===== config.mk =====
export PLATFORM = sky130hd
export DESIGN_NAME = mux_arbiter_flat
export DESIGN_NICKNAME = d
export VERILOG_FILES = /design/src/rtl/mux_arbiter_if.sv /design/src/rtl/mux_arbiter.sv /design/src/flat_wrapper.sv
export SDC_FILE = /design/constraint.sdc
export NUM_CORES = 1
export LEC_CHECK = 0
export CORE_AREA = 2 2 39 41
export CTS_BUF_LIST = sky130_fd_sc_hd__clkbuf_2
export DETAILED_ROUTE_END_ITERATION = 7
export DIE_AREA = 0 0 41 43
export GPL_TIMING_DRIVEN = 0
export HOLD_SLACK_MARGIN = 0.15
export PLACE_DENSITY = 0.7
export SLEW_MARGIN = 20
export SYNTH_ARGS = -nofsm -noshare
export SYNTH_HDL_FRONTEND = slang
export SYNTH_SLANG_ARGS = --single-unit

===== constraint.sdc =====
create_clock -name clk -period 2.9 [get_ports clk]
set_input_delay 0.435 -clock clk [delete_from_list [all_inputs] [get_ports clk]]
set_output_delay 0.435 -clock clk [all_outputs]
set_load 0.005 [all_outputs]

===== src/rtl/mux_arbiter_if.sv =====
// Handshake bundle between two requesters, the mux arbiter and the downstream consumer.
interface mux_arbiter_if #(
  parameter int DATA_WIDTH = 2
);
  logic                  valid0;
  logic [DATA_WIDTH-1:0] data_in0;
  logic                  ready0;
  logic                  valid1;
  logic [DATA_WIDTH-1:0] data_in1;
  logic                  ready1;
  logic                  out_ready;
  logic                  valid_out;
  logic [DATA_WIDTH-1:0] data_out;
  logic                  selector;

  modport master (
    output valid0, data_in0, valid1, data_in1, out_ready,
    input  ready0, ready1, valid_out, data_out, selector
  );

  modport slave (
    input  valid0, data_in0, valid1, data_in1, out_ready,
    output ready0, ready1, valid_out, data_out, selector
  );
endinterface


===== src/rtl/mux_arbiter.sv =====
// Round-robin 2:1 arbiter with a single registered output stage and source selector.
// Optional MUX_ARB_BURST_EN: release a grant after MAX_BURST consecutive transfers.
module mux_arbiter #(
  parameter int DATA_WIDTH = 2,
  parameter int MAX_BURST  = 4
) (
  input  logic         clk,
  input  logic         reset,
  mux_arbiter_if.slave bus
);

  typedef enum logic [1:0] {IDLE, GRANT0, GRANT1} state_t;

  if (MAX_BURST < 1 || MAX_BURST > 16) begin : g_burst_range
    $error("MAX_BURST must be in 1..16");
  end

  state_t                state, state_nxt;
  logic                  last_grant, last_grant_nxt;
  logic [3:0]            burst_cnt, burst_cnt_nxt;
  logic                  load_ok;
  logic                  xfer0, xfer1, xfer;
  logic                  cur_valid, other_valid;
  logic                  burst_done, rel_grant;
  logic                  valid_out_p0, selector_p0;
  logic [DATA_WIDTH-1:0] data_out_p0;
  logic [DATA_WIDTH-1:0] word_nxt;

  assign load_ok     = !valid_out_p0 || bus.out_ready;
  assign bus.ready0  = (state == GRANT0) && load_ok;
  assign bus.ready1  = (state == GRANT1) && load_ok;
  assign xfer0       = bus.valid0 && bus.ready0;
  assign xfer1       = bus.valid1 && bus.ready1;
  assign xfer        = xfer0 || xfer1;
  assign cur_valid   = (state == GRANT1) ? bus.valid1 : bus.valid0;
  assign other_valid = (state == GRANT1) ? bus.valid0 : bus.valid1;

`ifdef MUX_ARB_BURST_EN
  localparam logic [3:0] BURST_LAST = 4'(MAX_BURST - 1);
  assign burst_done = xfer && (burst_cnt == BURST_LAST);
`else
  assign burst_done = 1'b0;
`endif

  // A stall under backpressure keeps valid high, so the grant is held.
  assign rel_grant = burst_done || !cur_valid;

  always_comb begin
    state_nxt      = state;
    last_grant_nxt = last_grant;
    burst_cnt_nxt  = burst_cnt;
    case (state)
      IDLE: begin
        if (bus.valid0 && bus.valid1) begin
          state_nxt      = last_grant ? GRANT0 : GRANT1;
          last_grant_nxt = !last_grant;
          burst_cnt_nxt  = 4'd0;
        end else if (bus.valid0) begin
          state_nxt      = GRANT0;
          last_grant_nxt = 1'b0;
          burst_cnt_nxt  = 4'd0;
        end else if (bus.valid1) begin
          state_nxt      = GRANT1;
          last_grant_nxt = 1'b1;
          burst_cnt_nxt  = 4'd0;
        end
      end
      GRANT0, GRANT1: begin
        if (xfer) begin
          burst_cnt_nxt = burst_cnt + 4'd1;
        end
        if (rel_grant) begin
          if (other_valid) begin
            state_nxt      = (state == GRANT0) ? GRANT1 : GRANT0;
            last_grant_nxt = (state == GRANT0);
            burst_cnt_nxt  = 4'd0;
          end else begin
            state_nxt = IDLE;
          end
        end
      end
      default: begin
        state_nxt = IDLE;
      end
    endcase
  end

  always_ff @(posedge clk) begin
    if (reset) begin
      state      <= IDLE;
      last_grant <= 1'b1;
      burst_cnt  <= 4'd0;
    end else begin
      state      <= state_nxt;
      last_grant <= last_grant_nxt;
      burst_cnt  <= burst_cnt_nxt;
    end
  end

  assign word_nxt = xfer1 ? bus.data_in1 : bus.data_in0;

  // Stage p0: output register; holds its word until the consumer takes it.
  always_ff @(posedge clk) begin
    if (reset) begin
      valid_out_p0 <= 1'b0;
      data_out_p0  <= '0;
      selector_p0  <= 1'b0;
    end else if (xfer) begin
      valid_out_p0 <= 1'b1;
      data_out_p0  <= word_nxt;
      selector_p0  <= xfer1;
    end else if (bus.out_ready) begin
      valid_out_p0 <= 1'b0;
    end
  end

  assign bus.valid_out = valid_out_p0;
  assign bus.data_out  = data_out_p0;
  assign bus.selector  = selector_p0;

endmodule


===== src/flat_wrapper.sv =====
// flat-port wrapper written by rule: the top's interface ports become plain ports
module mux_arbiter_flat 
#(
  parameter int DATA_WIDTH = 2,
  parameter int MAX_BURST  = 4
)
  (clk, reset, bus_valid0, bus_data_in0, bus_valid1, bus_data_in1, bus_out_ready, bus_ready0, bus_ready1, bus_valid_out, bus_data_out, bus_selector);
  mux_arbiter_if #(.DATA_WIDTH(DATA_WIDTH)) bus_i ();
  input  logic clk;
  input  logic reset;
  input wire logic [$bits(bus_i.valid0)-1:0] bus_valid0;
  input wire logic [$bits(bus_i.data_in0)-1:0] bus_data_in0;
  input wire logic [$bits(bus_i.valid1)-1:0] bus_valid1;
  input wire logic [$bits(bus_i.data_in1)-1:0] bus_data_in1;
  input wire logic [$bits(bus_i.out_ready)-1:0] bus_out_ready;
  output wire logic [$bits(bus_i.ready0)-1:0] bus_ready0;
  output wire logic [$bits(bus_i.ready1)-1:0] bus_ready1;
  output wire logic [$bits(bus_i.valid_out)-1:0] bus_valid_out;
  output wire logic [$bits(bus_i.data_out)-1:0] bus_data_out;
  output wire logic [$bits(bus_i.selector)-1:0] bus_selector;
  assign bus_i.valid0 = bus_valid0;
  assign bus_i.data_in0 = bus_data_in0;
  assign bus_i.valid1 = bus_valid1;
  assign bus_i.data_in1 = bus_data_in1;
  assign bus_i.out_ready = bus_out_ready;
  assign bus_ready0 = bus_i.ready0;
  assign bus_ready1 = bus_i.ready1;
  assign bus_valid_out = bus_i.valid_out;
  assign bus_data_out = bus_i.data_out;
  assign bus_selector = bus_i.selector;
  mux_arbiter #(.DATA_WIDTH(DATA_WIDTH), .MAX_BURST(MAX_BURST)) u_core (.clk(clk), .reset(reset), .bus(bus_i));
endmodule

-- Yosys cells after proc, flatten, opt, wreduce, memory -nomap -nowiden
Index checks and enable logic that the tools add are counted.
- register bits after elaboration: 7
- input port bits: 9
- output and inout port bits: 6
- equal/unequal tests: 5
- reduce and logical (&&, ||, !) cells: 15
- multiplexer cells: 19
- operator list (cell ; number):
    2-to-1 mux 2 bit ; 8
    2-to-1 mux 1 bit ; 9
    logical AND 1 bit ; 5
    inequality test 4 x 3 -> 1 bit (second input constant) ; 1
    one-hot mux 2 bit (2 select lines) ; 1
    AND reduction 4 bit ; 1
    nonzero test 2 bit ; 2
    equality test 2 x 1 -> 1 bit (second input constant) ; 1
    equality test 2 bit (second input constant) ; 1
    logical NOT 1 bit ; 2
    logical NOT 2 bit ; 1
    logical OR 1 bit ; 2
    inequality test 2 x 1 -> 1 bit (second input constant) ; 1
    inequality test 2 bit (second input constant) ; 1
    one-hot mux 1 bit (2 select lines) ; 1
    AND reduction 2 bit ; 1
    OR reduction 2 bit ; 1

-- Longest topological paths before layout
- depth after elaboration: 6
- depth in mapped cells: 7

-- Worst setup path before layout
No wires, ideal clock.
- kind: reg-to-reg
- from: register u_core.state[0]
- to: register u_core.last_grant
- buffers on the path: 1
- library setup time: 0.134 ns
- data arrival time: 1.293 ns
- clock period less this slack: 1.426 ns
- cell stages (with the launch flop): 8
- path slack: 1.474 ns
- data required time: 2.766 ns
- path through: dfxtp_1 -> inv_1 -> ha_1 -> buf_6 -> nor4b_2 -> o21ai_1 -> o311ai_1 -> nand4_1
- cells in the longest elaborated chain, start to end: 4
- ends and longest elaborated chain (item ; RTL line ; RTL):
    from (decl) ; mux_arbiter.sv:18 ; state_t state, state_nxt;
    from (signal assigned) ; mux_arbiter.sv:94 ; state <= state_nxt;
    equality test 2 bit / equality test 2 x 1 -> 1 bit (equally long branches) ; n/a ;
    OR reduction 2 bit, or another cell as far along ; mux_arbiter.sv:52 ; case (state)
    inequality test 2 bit (no source line), or another cell as far along ; n/a ;
    AND reduction 4 bit (no source line) / one-hot mux 1 bit (2 select lines) (equally long branches) ; n/a ;
    to (signal assigned) ; mux_arbiter.sv:95 ; last_grant <= last_grant_nxt;
    to (decl) ; mux_arbiter.sv:19 ; logic last_grant, last_grant_nxt;
Several ways; a longest one is shown, not always the timed one. The select of a mux whose other input is x is not followed.
A chain may end at the register's enable or synchronous reset.

-- Final worst setup path
- from: input port bus_out_ready
- to: output port bus_ready0
- cells in the longest elaborated chain, start to end: 2
- ends and longest elaborated chain (item ; RTL line ; RTL):
    from (decl) ; flat_wrapper.sv:15 ; input wire logic [$bits(bus_i.out_ready)-1:0] bus_out_ready;
    logical OR 1 bit ; mux_arbiter.sv:29 ; assign load_ok = !valid_out_p0 || bus.out_ready;
    logical AND 1 bit ; mux_arbiter.sv:30 ; assign bus.ready0 = (state == GRANT0) && load_ok;
    to (decl) ; flat_wrapper.sv:16 ; output wire logic [$bits(bus_i.ready0)-1:0] bus_ready0;
Every way passes these cells.

==> flow_summary.toml <==
[layout]
fin_util = 0.511
area_delta_synth_final_pct = 29.3
diodes = 0
final_nets = 91
multi_input_comb_area_um2 = 354
ff_latch_area_um2 = 140
final_common_cell = "clkdlybuf4s50_1"
nFillCells = 157
mostFrequentLayoutCells = "12 x clkdlybuf4s50_1, 7 x dfxtp_1, 5 x inv_1, 5 x nor2_1, 5 x ha_1"
drive_gt1_frac = 0.211

[global_routing]
antenna_found_initial = 0
grt_max_degree = 11
grt_pass1_vias = 433
grt_pass1_wl_um = 1700
grt_usage = 0.145
grt-ovfl-total = 0

[sta]
finClkSkew_ns = 0.00172
rsz0062_at_grt = "no"
slew_violations = 0
worstMarginPinSlew_ns = 0.301
max_freq_mhz = 460
setup_viol = 0
tns_ns = 0
fin_crit_ns = 2.18
slew-limit-headroom = 0.799
min_period_over_period = 0.750
hold_viol_final = 0

[logic_synthesis]
synth_edf_count = 0
synth.distinct_cells = 28
syn_nets = 74
ys_warn_count = 0
netlist_area_um2 = 547
yosysSeqAreaShare = 0.256
synth_top_area_frac = 0.256
syn_inst = 60
synth_area_per_cell_um2 = 9.11
synth_seq_cells = 7
ys_async_sr_fraction = 0
synthTopCellsByArea = "dfxtp_1 26%, ha_1 11%, buf_6 6.2%"
synth_ff_type = "dfxtp_1"
synth_top_area_cell = "dfxtp_1"

[place]
dp_hpwl_um = 880
port_buffers = 12
gp_congestion = 0.758

[clock_tree]
clock_latency_ns = 0.22
cts_resized = 0
ctsHoldBuffers = 0
htreeDepth = 1
clkSinkCount = 7
cts_buffers = 3
root_buffer = "clkbuf_2"
clk_pin_slew_ns = 0.07
cts_tree = "yes"
post_cts_buffers = 0
cts.path.max_buffers = 2

[worst_setup_path]
path_class = "in2out"
slowest_delay_ns = 0.50
cp_max_fo = 6
critPathBufInv = 2
cp_top_family = "buffers and inverters"
cp_cell_sequence = "clkdlybuf4s50_1, nand2b_1, and2_1, clkdlybuf4s50_1"
arrival_ns = 1.74
crit_path_end_kind = "output port"
worstSetupStartpoint = "bus_out_ready"
crit_top_cell = "clkdlybuf4s50_1"
timing.rr.start = "u_core.state[0]"
critPathSlowestCell = "clkdlybuf4s50_1"
start_kind = "primary input"
required_ns = 2.47

[drt]
postRouteAntennaNets = 0
avgViaCountPerCell = 5.50
drc = 0
drtIter0Drc = 3
wl_per_cell_um = 12.3
firstDrtPassIters = 4
wl_um = 1130
num_vias = 506

[floorplanning]
rows = 14
ios = 15
dieHeight_um = 43
die_area_mm2 = 0.00176
core-area_mm2 = 0.00138
fp.dieW_um = 41
initial_core_util = 0.395

[min_path]
hold_class = "reg2reg"
worstHoldStart = "u_core.bus.selector"

[power_and_ir_drop]
powerDensity_mw_per_mm2 = 859
ir_drop_v = 0.000414
power.leakage_nw = 0.295

[job]
max-cap-violations = 0

[run_status]
status = "finished clean"
-- stage by stage --
stage          power [mW]  instances  setup slack (ns)  hold slack, ns  area, um2
4_1_cts             0.615         92             0.709           0.495        707
6_report            0.607         92             0.725           0.493        707
3_5_place_dp        0.541         88             0.714           0.479        687
3_3_place_gp        0.528         88             0.748           0.478        687
2_1_floorplan       0.425         60              1.47           0.476        547
5_1_grt             0.656         92             0.668           0.530        707
-- worst register-to-register path: cells and delay by family (launching register included) --
family | cells | cell delay, ns
simple gates | 2 | 0.42
flops | 1 | 0.38
buf+inv | 2 | 0.24
fa+ha+maj | 1 | 0.21
compound gates | 2 | 0.19
-- power by group --
part,total (mW),internal [mW],leakage (nW),switching (mW)
clock network,0.0698,0.0366,0.0166,0.0331
logic,0.376,0.189,0.220,0.187
registers,0.161,0.134,0.0579,0.0278
total,0.607,0.359,0.295,0.248
-- state kept, by name (all words and copies together) (netlist names) --
name                  flops
u_core.bus.data_out       2
u_core.last_grant         1
u_core.bus.selector       1
u_core.bus.valid_out      1
u_core.state              2
-- kinds of logic (layout without fill, tap and decap cells) --
kind of cell,count (synthesis),after routing,synth area share
multiplexers,2,2,0.0549
buffers and inverters,8,24,0.0961
adder cells (fa/ha/maj),5,5,0.114
flip-flops,7,7,0.256
AND/OR/NAND/NOR,22,22,0.236
AO/OA/AOI/OAI,16,16,0.243
-- cells in the mapped netlist, types with 2 or more instances --
cell type	count
dfxtp_1	7
nand2_1	4
a31oi_1	2
mux2_4	2
a21oi_1	3
a311oi_1	2
inv_1	5
nand3_1	4
nand4_1	2
nor2_1	5
buf_6	3
ha_1	5
-- per-layer routing --
layer / vias up / GRT usage / share of wire
met1: 230 / 0.164 / 0.43
li1: 256 / - / -
met2: 18 / 0.225 / 0.48
met4: 0 / 0.120 / 0.012
met3: 2 / 0.0157 / 0.072
met5: - / 0 / 0
-- layout make-up --
| class | count | share of cell area |
|---|---|---|
| plain buffers | 3 | 0.0478 |
| clock buffers | 4 | 0.0283 |
| inverters | 5 | 0.0265 |
| multi-input cells | 45 | 0.501 |
| flip-flops and latches | 7 | 0.198 |
| well taps | 16 | 0.0283 |
| repair buffers | 12 | 0.170 |
-- final timing paths --
check | endpoint | slack, ns | cells past startpoint
hold / removal | u_core.bus.selector | 0.49 | 2
setup / recovery | bus_ready0 | 0.72 | 4
hold reg to reg | u_core.bus.selector | 0.49 | 2
setup reg to reg | u_core.last_grant | 1.33 | 7
Power figures use the tool's default switching activity.
